$ cat src/rtl/edge_event_detector.sv
// rtl/edge_event_detector.sv - per-channel synchronizer, debounce filter, edge pulses and saturating event count
// Define EDGE_EVENT_DEBOUNCE_EN to build the debounce counters; otherwise stable follows the synchronizer output.
module edge_event_detector #(
   parameter int WIDTH           = 7,
   parameter int SYNC_STAGES     = 2,
   parameter int DEBOUNCE_CYCLES = 4
) (
   input  logic             clk,
   input  logic             rst,
   input  logic [WIDTH-1:0] din_i,
   input  logic [1:0]       mode_i,
   input  logic             clr_i,
   output logic [WIDTH-1:0] edge_o,
   output logic [WIDTH-1:0] level_o,
   output logic             any_edge_o,
   output logic [7:0]       cnt_o
);

   if (WIDTH < 1 || WIDTH > 32) begin : g_bad_width
      $error("WIDTH out of range");
   end
   if (SYNC_STAGES < 2 || SYNC_STAGES > 4) begin : g_bad_sync
      $error("SYNC_STAGES out of range");
   end
   if (DEBOUNCE_CYCLES < 1 || DEBOUNCE_CYCLES > 255) begin : g_bad_deb
      $error("DEBOUNCE_CYCLES out of range");
   end

   logic [WIDTH-1:0] r_sync [SYNC_STAGES];
   logic [WIDTH-1:0] r_stable;
   logic [WIDTH-1:0] r_edge;
   logic [7:0]       r_cnt;

   logic [WIDTH-1:0] w_sync_out;
   logic [WIDTH-1:0] w_accept;
   logic [WIDTH-1:0] w_next_edge;
   logic [5:0]       w_pop;
   logic [8:0]       w_sum;

   always_ff @(posedge clk or posedge rst) begin
      if (rst) begin
         for (int s = 0; s < SYNC_STAGES; s++) r_sync[s] <= '0;
      end else begin
         r_sync[0] <= din_i;
         for (int s = 1; s < SYNC_STAGES; s++) r_sync[s] <= r_sync[s-1];
      end
   end

   assign w_sync_out = r_sync[SYNC_STAGES-1];

`ifdef EDGE_EVENT_DEBOUNCE_EN
   localparam int CW = $clog2(DEBOUNCE_CYCLES + 1);
   localparam logic [CW-1:0] DEB_LAST = CW'(DEBOUNCE_CYCLES - 1);

   logic [CW-1:0] r_deb [WIDTH];

   // A channel is accepted on the edge its run of differing samples would reach DEBOUNCE_CYCLES.
   always_comb begin
      w_accept = '0;
      for (int i = 0; i < WIDTH; i++)
         w_accept[i] = (w_sync_out[i] != r_stable[i]) && (r_deb[i] == DEB_LAST);
   end

   always_ff @(posedge clk or posedge rst) begin
      if (rst) begin
         for (int i = 0; i < WIDTH; i++) r_deb[i] <= '0;
      end else begin
         for (int i = 0; i < WIDTH; i++) begin
            if (w_sync_out[i] == r_stable[i] || w_accept[i])
               r_deb[i] <= '0;
            else
               r_deb[i] <= r_deb[i] + CW'(1);
         end
      end
   end
`else
   assign w_accept = w_sync_out ^ r_stable;
`endif

   // The new stable value equals the sync output, so its polarity picks rising vs falling.
   always_comb begin
      w_next_edge = '0;
      for (int i = 0; i < WIDTH; i++) begin
         case (mode_i)
            2'b00:   w_next_edge[i] = w_accept[i] &  w_sync_out[i];
            2'b01:   w_next_edge[i] = w_accept[i] & ~w_sync_out[i];
            2'b10:   w_next_edge[i] = w_accept[i];
            default: w_next_edge[i] = 1'b0;
         endcase
      end
   end

   always_comb begin
      w_pop = '0;
      for (int i = 0; i < WIDTH; i++) w_pop = w_pop + 6'(r_edge[i]);
      w_sum = {1'b0, r_cnt} + 9'(w_pop);
   end

   always_ff @(posedge clk or posedge rst) begin
      if (rst) begin
         r_stable <= '0;
         r_edge   <= '0;
         r_cnt    <= '0;
      end else begin
         r_stable <= r_stable ^ w_accept;
         r_edge   <= w_next_edge;
         if (clr_i)
            r_cnt <= '0;
         else if (w_sum > 9'd255)
            r_cnt <= 8'd255;
         else
            r_cnt <= w_sum[7:0];
      end
   end

   assign edge_o     = r_edge;
   assign level_o    = r_stable;
   assign any_edge_o = |r_edge;
   assign cnt_o      = r_cnt;

endmodule

$ cat config.mk
export PLATFORM = sky130hd
export DESIGN_NAME = edge_event_detector
export DESIGN_NICKNAME = d
export VERILOG_FILES = /design/src/rtl/edge_event_detector.sv
export SDC_FILE = /design/constraint.sdc
export NUM_CORES = 1
export LEC_CHECK = 0
export ABC_CLOCK_PERIOD_IN_PS = 3920
export CAP_MARGIN = 20
export CORE_MARGIN = 4
export CORE_UTILIZATION = 52
export CTS_BUF_LIST = sky130_fd_sc_hd__clkbuf_8
export CTS_CLUSTER_DIAMETER = 200
export DETAILED_ROUTE_END_ITERATION = 10
export GPL_ROUTABILITY_DRIVEN = 0
export HOLD_SLACK_MARGIN = 0.1
export PLACE_DENSITY = 0.82
export SYNTH_ARGS = -nofsm -noshare
export SYNTH_HDL_FRONTEND = slang
export SYNTH_SLANG_ARGS = --single-unit
$ cat constraint.sdc
create_clock -name clk -period 3.92 [get_ports clk]
set_input_delay 0.784 -clock clk [delete_from_list [all_inputs] [get_ports clk]]
set_output_delay 0.784 -clock clk [all_outputs]
set_load 0.01 [all_outputs]
==> flow_metrics.env, run 1 <==
export IMPL_outcome="finished clean"
export IMPL_start_util_pct=56.3
export IMPL_cts_setup_buffers=0
export IMPL_grt_busiest_layer="met2"
export IMPL_dp_hpwl_mm=2.21
export IMPL_num_fill_cells=187
export IMPL_drt_total_wl_mm=2.94
export IMPL_routedWlPerCell_um=14.4
export IMPL_drv_cap=0
export IMPL_critPathCaptureType="flip-flop"
export IMPL_coreArea_um2=2830
export IMPL_die_area_um2=4010
export IMPL_grt_max_degree=30
export IMPL_clk_latency_ps=280
export IMPL_vias=1153
export IMPL_grt_util_met3_pct=4.44
export IMPL_rsz0062_at_grt="false"
export IMPL_slew_viol_final=0
export IMPL_cts_buffers=5
export IMPL_hold_buffers=0
export IMPL_drtAntennaViolNets=0
export IMPL_yosys_top_cells_area="dfrtp_1 57%, ha_1 6.3%, inv_1 5.4%, fa_1 5.0%, o32ai_1 3.9%"
export IMPL_cts_max_path_buffers=2
export IMPL_hold_viol=0
export IMPL_fin_skew_ps=4.97
export IMPL_routed_via_density=5.65
export IMPL_clkTransAtPathRegs_ps=70
export IMPL_synth_cell_types=30
export IMPL_min_path_type="reg2reg"
export IMPL_fmax_ghz=0.284
export IMPL_crit_slowest_cell="fa_1"
export IMPL_worstSetupPathType="reg2reg"
export IMPL_async_reset_ff_share_pct=100
export IMPL_syn_inst=138
export IMPL_crit_fanout=3
export IMPL_layout_drive_gt1_share_pct=6.94
export IMPL_drc=0
export IMPL_period_share_pct=89.8
export IMPL_ir_drop_uv=375
export IMPL_grtUsageMet1_pct=19.7
export IMPL_grt_overflow=0
export IMPL_postLayoutCellArea_um2=2060
export IMPL_power_density_nw_per_um2=444
export IMPL_cp_data_required_time_ps=4090
export IMPL_setup_viol=0
export IMPL_cts_tree="built"
export IMPL_netlist_area_um2=1590
export IMPL_die_x_um=63.3
export IMPL_final_cell_mix="36 x dfrtp_1, 34 x clkdlybuf4s50_1, 23 x inv_1, 12 x a21oi_1, 8 x ha_1"
export IMPL_clock_sinks=36
export IMPL_io_buffers=34
export IMPL_grt_use_total_pct=16.2
export IMPL_slew_headroom_pct=77.8
export IMPL_grtUsageMet2_pct=25.2
export IMPL_drt_initial_drc_count=42
export IMPL_rows=19
export IMPL_syn_nets=162
export IMPL_synth_top_area_share_pct=56.6
export IMPL_syn2layout_area_growth_pct=29.7
export IMPL_ys_ff_latch=36
export IMPL_antenna_cells=0
export IMPL_crit_path_max_incr_delay_ps=550
export IMPL_synth_edff_count=0
export IMPL_syn_area_per_cell_um2=11.5
export IMPL_place_area_um2=1940
export IMPL_firstDrtPassIters=5
export IMPL_nNetsFinal=196
export IMPL_grt_pass1_vias=1126
export IMPL_cts_root_buf="clkbuf_8"
export IMPL_cp_arrival_ps=3690
export IMPL_final_common_cell="dfrtp_1"
export IMPL_crit_chain="fa_1 > inv_1 > fa_1 > fa_1 > inv_1 > ha_1 > inv_1 > fa_1 > nor2b_1 > o21a_1 > o21bai_1 > a311oi_1"
export IMPL_cp_start_kind="flip-flop"
export IMPL_antenna_found_initial=0
export IMPL_synth_ff_type="dfrtp_1"
export IMPL_worst_path_most_repeated_cell="fa_1"
export IMPL_seq_area_frac_synth_pct=56.6
export IMPL_fin_tns_setup_ps=0
export IMPL_cts_resized=0
export IMPL_die_y_um=63.3
export IMPL_pin_count=35
export IMPL_power_total_w=0.000916
export IMPL_period_needed_ps=3520
export IMPL_grt_pass1_wl_mm=5.01
export IMPL_yosysWarnings=0
export IMPL_h_tree_depth=2
export IMPL_yosys_area_top_type="dfrtp_1"
export IMPL_worstMarginPinSlew_ps=332
export IMPL_leakagePower_nw=0.978
-- metrics by stage --
step           instances  utilization (%)  hold slack, ps  worst slack [ps]
2_1_floorplan        138                -             331               659
3_3_place_gp         195             68.7             333               578
3_5_place_dp         195             68.7             340               406
4_1_cts              203             72.0             357               369
5_1_grt              204             73.0             359               223
6_report             204             73.0             354               399
-- worst max-delay path, delay by kind of cell, from the launching register on --
family	cells	cell delay [ps]
buf+inv	3	180
compound gates	3	580
fa+ha+maj	5	2030
flops	1	420
simple gates	1	200
-- layout make-up --
type | instances | area [um2] | share of cell area [%]
sequential | 36 | 901 | 43.6
multi-input combinational | 70 | 571 | 27.6
timing repair buffer | 36 | 375 | 18.2
inverter | 23 | 86.3 | 4.18
clock buffer | 5 | 68.8 | 3.33
tap | 31 | 38.8 | 1.88
clock inverter | 3 | 23.8 | 1.15
-- where the power goes --
group,internal [W],switching [W]
Combinational,0.000123,0.000117
Clock,0.000126,0.000131
Sequential,0.000401,0.0000183
-- flip-flops by register name (all words and copies together), names as in the netlist --
register    count
level_o         7
w_sync_out      7
r_sync          7
edge_o          7
cnt_o           8
-- kinds of logic after synthesis --
logic type	count (synthesis)	synth area share [%]
xor gates and xnor gates	1	0.550
AOI/OAI and AO/OA	32	14.2
buffers and inverters	32	7.55
and+or+nand+nor	25	9.75
adders and majority gates	12	11.3
DFF	36	56.6
-- synth_stat cells (all sizes together) (2+ instances only) --
master  count
dfrtp      36
o21bai      3
nand3       2
a21oi      12
nand2b      2
ha          8
o32ai       7
o211a       2
nor3b       7
inv        23
clkbuf      8
nor3        6
nand2       3
fa          4
-- metal layers --
metal  vias to the layer above  wire, um
li1                        542         -
met1                       555      1230
met2                        45      1430
met3                        11       186
met4                         0        95
met5                         -         0
-- final timing paths --
path | start | depth (start not counted) | endpoint | slack, ps
worst max-delay path | edge_o[0] | 12 | cnt_o[5] | 400
worst min-delay path | r_sync[12] | 0 | w_sync_out[5] | 350
worst max register to register | edge_o[0] | 12 | cnt_o[5] | 400
worst min register to register | r_sync[12] | 0 | w_sync_out[5] | 350
max in group asynchronous | rst | 3 | cnt_o[0] | 2720
min in group asynchronous | rst | 2 | level_o[4] | 760
Power figures use the tool's default switching activity.
==> run 2, diff against run 1 <==
Settings changed: ABC_AREA set to 1, PLACE_DENSITY 0.82 to 0.81.
==> run 2 against run 1 <==
Final area grew 3.9%. Global-route usage up 0.34 points. Cell count up 13%. Sequential power grew 3%.
==> flow_metrics.env, run 2 <==
export IMPL_h_tree_depth=2
export IMPL_num_fill_cells=233
export IMPL_cp_arrival_ps=3560
export IMPL_async_reset_ff_share_pct=100
export IMPL_ys_ff_latch=36
export IMPL_grt_pass1_wl_mm=5.12
export IMPL_vias=1147
export IMPL_final_common_cell="dfrtp_1"
export IMPL_hold_buffers=0
export IMPL_drt_total_wl_mm=2.99
export IMPL_nNetsFinal=210
export IMPL_leakagePower_nw=0.999
export IMPL_drt_initial_drc_count=39
export IMPL_synth_most_common_cell="dfrtp_1"
export IMPL_yosys_top_cells_area="dfrtp_1 55%, ha_1 6.1%, a211oi_2 5.3%, inv_1 5.0%, fa_1 4.9%"
export IMPL_grt_pass1_vias=1176
export IMPL_cts_buffers=5
export IMPL_fin_skew_ps=4.43
export IMPL_cts_setup_buffers=0
export IMPL_cp_start_kind="flip-flop"
export IMPL_die_y_um=64.1
export IMPL_largest_reg_flops=8
export IMPL_rows=20
export IMPL_crit_path_max_incr_delay_ps=550
export IMPL_grt_max_degree=29
export IMPL_crit_chain="fa_1 > inv_1 > fa_1 > fa_1 > inv_1 > ha_1 > inv_1 > fa_1 > nand3b_1 > nand2_1 > nand3_1 > nor3_1 > nor2_1"
export IMPL_worst_slack_ps=535
export IMPL_clk_latency_ps=290
export IMPL_period_share_pct=86.4
export IMPL_die_area_um2=4110
export IMPL_firstDrtPassIters=4
export IMPL_yosysWarnings=0
export IMPL_worstSetupPathType="reg2reg"
export IMPL_clock_sinks=36
export IMPL_syn_nets=176
export IMPL_setup_viol=0
export IMPL_swShare_pct=27.3
export IMPL_grt_overflow=0
export IMPL_min_path_type="reg2reg"
export IMPL_drv_cap=0
export IMPL_power_frac_comb_pct=26.8
export IMPL_outcome="finished clean"
export IMPL_pin_count=35
export IMPL_syn_area_per_cell_um2=10.8
export IMPL_pre_cts_slack_ps=551
export IMPL_switchingPower_w=0.000290
export IMPL_io_buffers=34
export IMPL_fin_tns_setup_ps=0
export IMPL_crit_buf_inv=3
export IMPL_cts_tree="built"
export IMPL_routedWlPerCell_um=12.9
export IMPL_synth_top_area_share_pct=55.0
export IMPL_synth_cell_types=20
export IMPL_die_x_um=64.1
export IMPL_critPathCaptureType="flip-flop"
export IMPL_slew_headroom_pct=73.9
export IMPL_cp_data_required_time_ps=4090
export IMPL_clkTransAtPathRegs_ps=70
export IMPL_drc=0
export IMPL_yosys_area_top_type="dfrtp_1"
export IMPL_syn_inst=152
export IMPL_synth_ff_type="dfrtp_1"
export IMPL_dp_hpwl_mm=2.31
export IMPL_cts_max_path_buffers=2
export IMPL_final_cell_mix="36 x dfrtp_1, 34 x clkdlybuf4s50_1, 22 x inv_1, 18 x nor2_1, 16 x nand2_1"
export IMPL_antenna_cells=0
export IMPL_coreArea_um2=3030
export IMPL_fmax_ghz=0.295
export IMPL_period_needed_ps=3390
export IMPL_grt_use_total_pct=16.5
export IMPL_clock_power_share_pct=32.5
export IMPL_cts_root_buf="clkbuf_8"
export IMPL_netlist_area_um2=1640
export IMPL_cp_top_family="adder cells"
export IMPL_worstMarginPinSlew_ps=391
export IMPL_fin_hold_ws_ps=351
export IMPL_power_density_nw_per_um2=495
export IMPL_slew_viol_final=0
export IMPL_syn2layout_area_growth_pct=31.0
export IMPL_crit_slowest_cell="fa_1"
export IMPL_worst_path_most_repeated_cell="fa_1"
export IMPL_drtAntennaViolNets=0
export IMPL_hold_viol=0
export IMPL_crit_fanout=3
export IMPL_seq_area_frac_synth_pct=55.0
export IMPL_layout_drive_gt1_share_pct=13.9
export IMPL_cts_resized=0
export IMPL_antenna_found_initial=0
export IMPL_rsz0062_at_grt="false"
export IMPL_power_frac_seq_pct=40.7
export IMPL_ir_drop_uv=349
export IMPL_routed_via_density=4.97
export IMPL_start_util_pct=54.1
export IMPL_netlist_top_cells_count="36 x dfrtp_1, 22 x inv_1, 18 x nor2_1, 16 x nand2_1"
export IMPL_synth_edff_count=0
export IMPL_internal_power_w=0.000772
## run 2: cell count changes in the layout (fill, tap and decap cells not counted), sizes merged, moves of 3 or more
| cell | change |
|---|---|
| nor3 | -3 |
| a211oi | +6 |
| o32ai | -7 |
| nand2 | +14 |
| nor3b | -7 |
| nor2 | +17 |
| o21bai | -3 |
| nand3 | +6 |
## run 2: cells by family after synthesis
family                   Yosys count  synth area share, %
AO/OA/AOI/OAI                     20                 10.9
adder cells (fa/ha/maj)           12                 11.0
XOR/XNOR                           3                 1.60
flip-flops                        36                 55.0
AND/OR/NAND/NOR                   50                 13.4
buffers and inverters             31                 8.02
## run 2: stage by stage
stage	util (%)	instances	power [W]	cell area, um2
2_1_floorplan	-	152	0.000614	1640
5_1_grt	70.9	231	0.00113	2150
4_1_cts	70.0	230	0.00107	2120
3_5_place_dp	65.8	222	0.000720	1990
3_3_place_gp	65.8	222	0.000704	1990
6_report	70.9	231	0.00106	2150
## run 2: worst paths after layout
path / startpoint / end / slack [ps] / cells after the start
max: edge_o[0] / cnt_o[6] / 530 / 13
min: r_sync[8] / w_sync_out[1] / 350 / 0
max reg2reg: edge_o[0] / cnt_o[6] / 530 / 13
min reg2reg: r_sync[8] / w_sync_out[1] / 350 / 0
max in group asynchronous: rst / r_sync[7] / 2650 / 4
min in group asynchronous: rst / w_sync_out[2] / 700 / 2
## run 2: routing by layer
layer / part of all wire [%] / up-vias / GRT usage, % / wire length (um)
met5: 0 / - / 0 / 0
met4: 2.3 / 0 / 8.97 / 68
met3: 6.1 / 7 / 6.15 / 183
met2: 50 / 36 / 27.6 / 1500
met1: 41 / 557 / 18.1 / 1240
li1: - / 547 / - / -
## run 2: power by group through the flow
stage               sequential, W  clock (W)  combinational (W)
floorplan                0.000448          0           0.000166
global route             0.000437   0.000375           0.000317
detailed placement       0.000439          0           0.000281
finish                   0.000432   0.000346           0.000285
CTS                      0.000432   0.000357           0.000283
global placement         0.000436          0           0.000267
## run 2: final cells by class
class	instances	area [um2]	area share, %
clock buffers	7	96.3	4.49
clock inverters	1	30.0	1.40
inverters	22	82.6	3.85
flip-flops and latches	36	901	42.0
multi-input cells	85	606	28.2
well taps	44	55.1	2.57
repair buffers	36	375	17.5
==> run 3, diff against run 2 <==
Settings changed: ABC_CLOCK_PERIOD_IN_PS 3920 to 3000, CORE_UTILIZATION 52 to 47, PLACE_DENSITY 0.81 to unset, PLACE_DENSITY_LB_ADDON set to 0.25.
Clock period 3.92 ns to 3 ns, I/O delays scaled along.
==> run 3 against run 2 <==
The flow now finishes with violations (negative setup slack). Clock skew increased by 4.8 ps. Combinational power rose by 55%. Sequential power increased by 30%.
==> flow_metrics.env, run 3 (synthesized netlist as in run 2, its figures left out) <==
export IMPL_power_total_w=0.00141
export IMPL_place_area_um2=2040
export IMPL_cts_buffers=5
export IMPL_crit_path_max_incr_delay_ps=540
export IMPL_layout_drive_gt1_share_pct=22.8
export IMPL_slew_headroom_pct=71.7
export IMPL_period_share_pct=107
export IMPL_crit_chain="fa_1 > inv_1 > fa_1 > fa_1 > inv_1 > ha_2 > inv_2 > fa_2 > nand3b_1 > nand2_2 > nand2_4 > nand3_2 > nand2_1 > inv_1"
export IMPL_antenna_found_initial=0
export IMPL_critPathCaptureType="flip-flop"
export IMPL_clk_latency_ps=280
export IMPL_failed_checks="negative setup slack"
export IMPL_coreArea_um2=3360
export IMPL_slew_viol_final=0
export IMPL_fin_skew_ps=9.19
export IMPL_power_density_nw_per_um2=639
export IMPL_grt_use_total_pct=15.6
export IMPL_worstSetupPathType="reg2reg"
export IMPL_hold_buffers=0
export IMPL_fmax_ghz=0.312
export IMPL_die_area_um2=4490
export IMPL_worst_slack_ps=-203
export IMPL_drtAntennaViolNets=0
export IMPL_cp_data_required_time_ps=3210
export IMPL_h_tree_depth=2
export IMPL_area_sequential_um2=901
export IMPL_drt_initial_drc_count=30
export IMPL_antenna_cells=0
export IMPL_syn2layout_area_growth_pct=34.7
export IMPL_cts_root_buf="clkbuf_8"
export IMPL_hold_viol=0
export IMPL_fin_util_pct=65.6
export IMPL_final_common_cell="dfrtp_1"
export IMPL_cp_start_kind="flip-flop"
export IMPL_die_y_um=67.0
export IMPL_num_fill_cells=287
export IMPL_worstMarginPinSlew_ps=425
export IMPL_drc=0
export IMPL_io_buffers=34
export IMPL_grt_pass1_wl_mm=5.13
export IMPL_outcome="finished, violations left"
export IMPL_clkTransAtPathRegs_ps=70
export IMPL_cp_arrival_ps=3420
export IMPL_clock_sinks=36
export IMPL_grt_overflow=0
export IMPL_grt_pass1_vias=1132
export IMPL_largest_reg_flops=8
export IMPL_vias=1158
export IMPL_pre_cts_slack_ps=-241
export IMPL_grt_max_degree=37
export IMPL_crit_fanout=7
export IMPL_firstDrtPassIters=4
export IMPL_pin_count=35
export IMPL_cts_max_path_buffers=2
export IMPL_fin_hold_ws_ps=345
export IMPL_rsz0062_at_grt="true"
export IMPL_ir_drop_uv=450
export IMPL_leakagePower_nw=1.04
export IMPL_crit_slowest_cell="fa_1"
export IMPL_setup_viol=8
export IMPL_routedWlPerCell_um=12.6
export IMPL_routed_via_density=4.85
export IMPL_nNetsFinal=216
export IMPL_dp_hpwl_mm=2.19
export IMPL_start_util_pct=48.7
export IMPL_min_path_type="reg2reg"
export IMPL_postLayoutCellArea_um2=2210
export IMPL_drv_cap=0
export IMPL_rows=21
export IMPL_period_needed_ps=3200
export IMPL_drt_total_wl_mm=3.02
export IMPL_die_x_um=67.0
export IMPL_final_cell_mix="36 x dfrtp_1, 34 x clkdlybuf4s50_1, 22 x inv_1, 18 x nor2_1, 15 x nand2_1"
export IMPL_cts_tree="built"
export IMPL_multi_input_area_um2=657
## run 3: routing by layer
| metal | routed length (um) | vias up | track usage [%] |
|---|---|---|---|
| met5 | 0 | - | 0 |
| met4 | 48 | 0 | 6.84 |
| met3 | 134 | 4 | 3.54 |
| met2 | 1550 | 33 | 25.2 |
| met1 | 1290 | 566 | 19.9 |
| li1 | - | 555 | - |
## run 3: cell type report
cell class	count	area share, %
clock inverters	3	1.76
flip-flops and latches	36	40.8
clock buffers	5	3.12
repair buffers	42	18.2
well taps	46	2.61
multi-input cells	85	29.8
inverters	22	3.74
## run 3: worst max-delay path: cells and delay by family (launching register included)
kind,cells,cell delay [ps]
fa+ha+maj,5,1970
buf+inv,4,220
flops,1,400
simple gates,5,550
## run 3: worst paths after layout
kind                            from       endpoint  slack [ps]  cells after the start
min reg2reg                r_sync[8]  w_sync_out[1]         340                      0
max                        edge_o[0]       cnt_o[7]        -200                     14
min in group asynchronous        rst     level_o[4]         730                      3
max in group asynchronous        rst  w_sync_out[0]        1970                      3
min                        r_sync[8]  w_sync_out[1]         340                      0
max reg2reg                edge_o[0]       cnt_o[7]        -200                     14
## run 3: per-stage QoR
| stage | instances | TNS, ps |
|---|---|---|
| 2_1_floorplan | 152 | -350 |
| 3_3_place_gp | 228 | -793 |
| 3_5_place_dp | 228 | -1340 |
| 4_1_cts | 237 | -1290 |
| 5_1_grt | 239 | -2630 |
| 6_report | 239 | -1270 |
## run 3: repair_timing
item,in CTS,in global routing
endpoints found under the setup margin,8,8
pin swaps,5,2
gates resized for setup,9,1
buffers inserted,1,2
## run 3: where the power goes
group          leakage, nW  total, W  internal [W]  switching [W]
Clock               0.0593  0.000404      0.000243       0.000161
Sequential           0.441  0.000562      0.000530      0.0000325
Combinational        0.543  0.000442      0.000234       0.000209
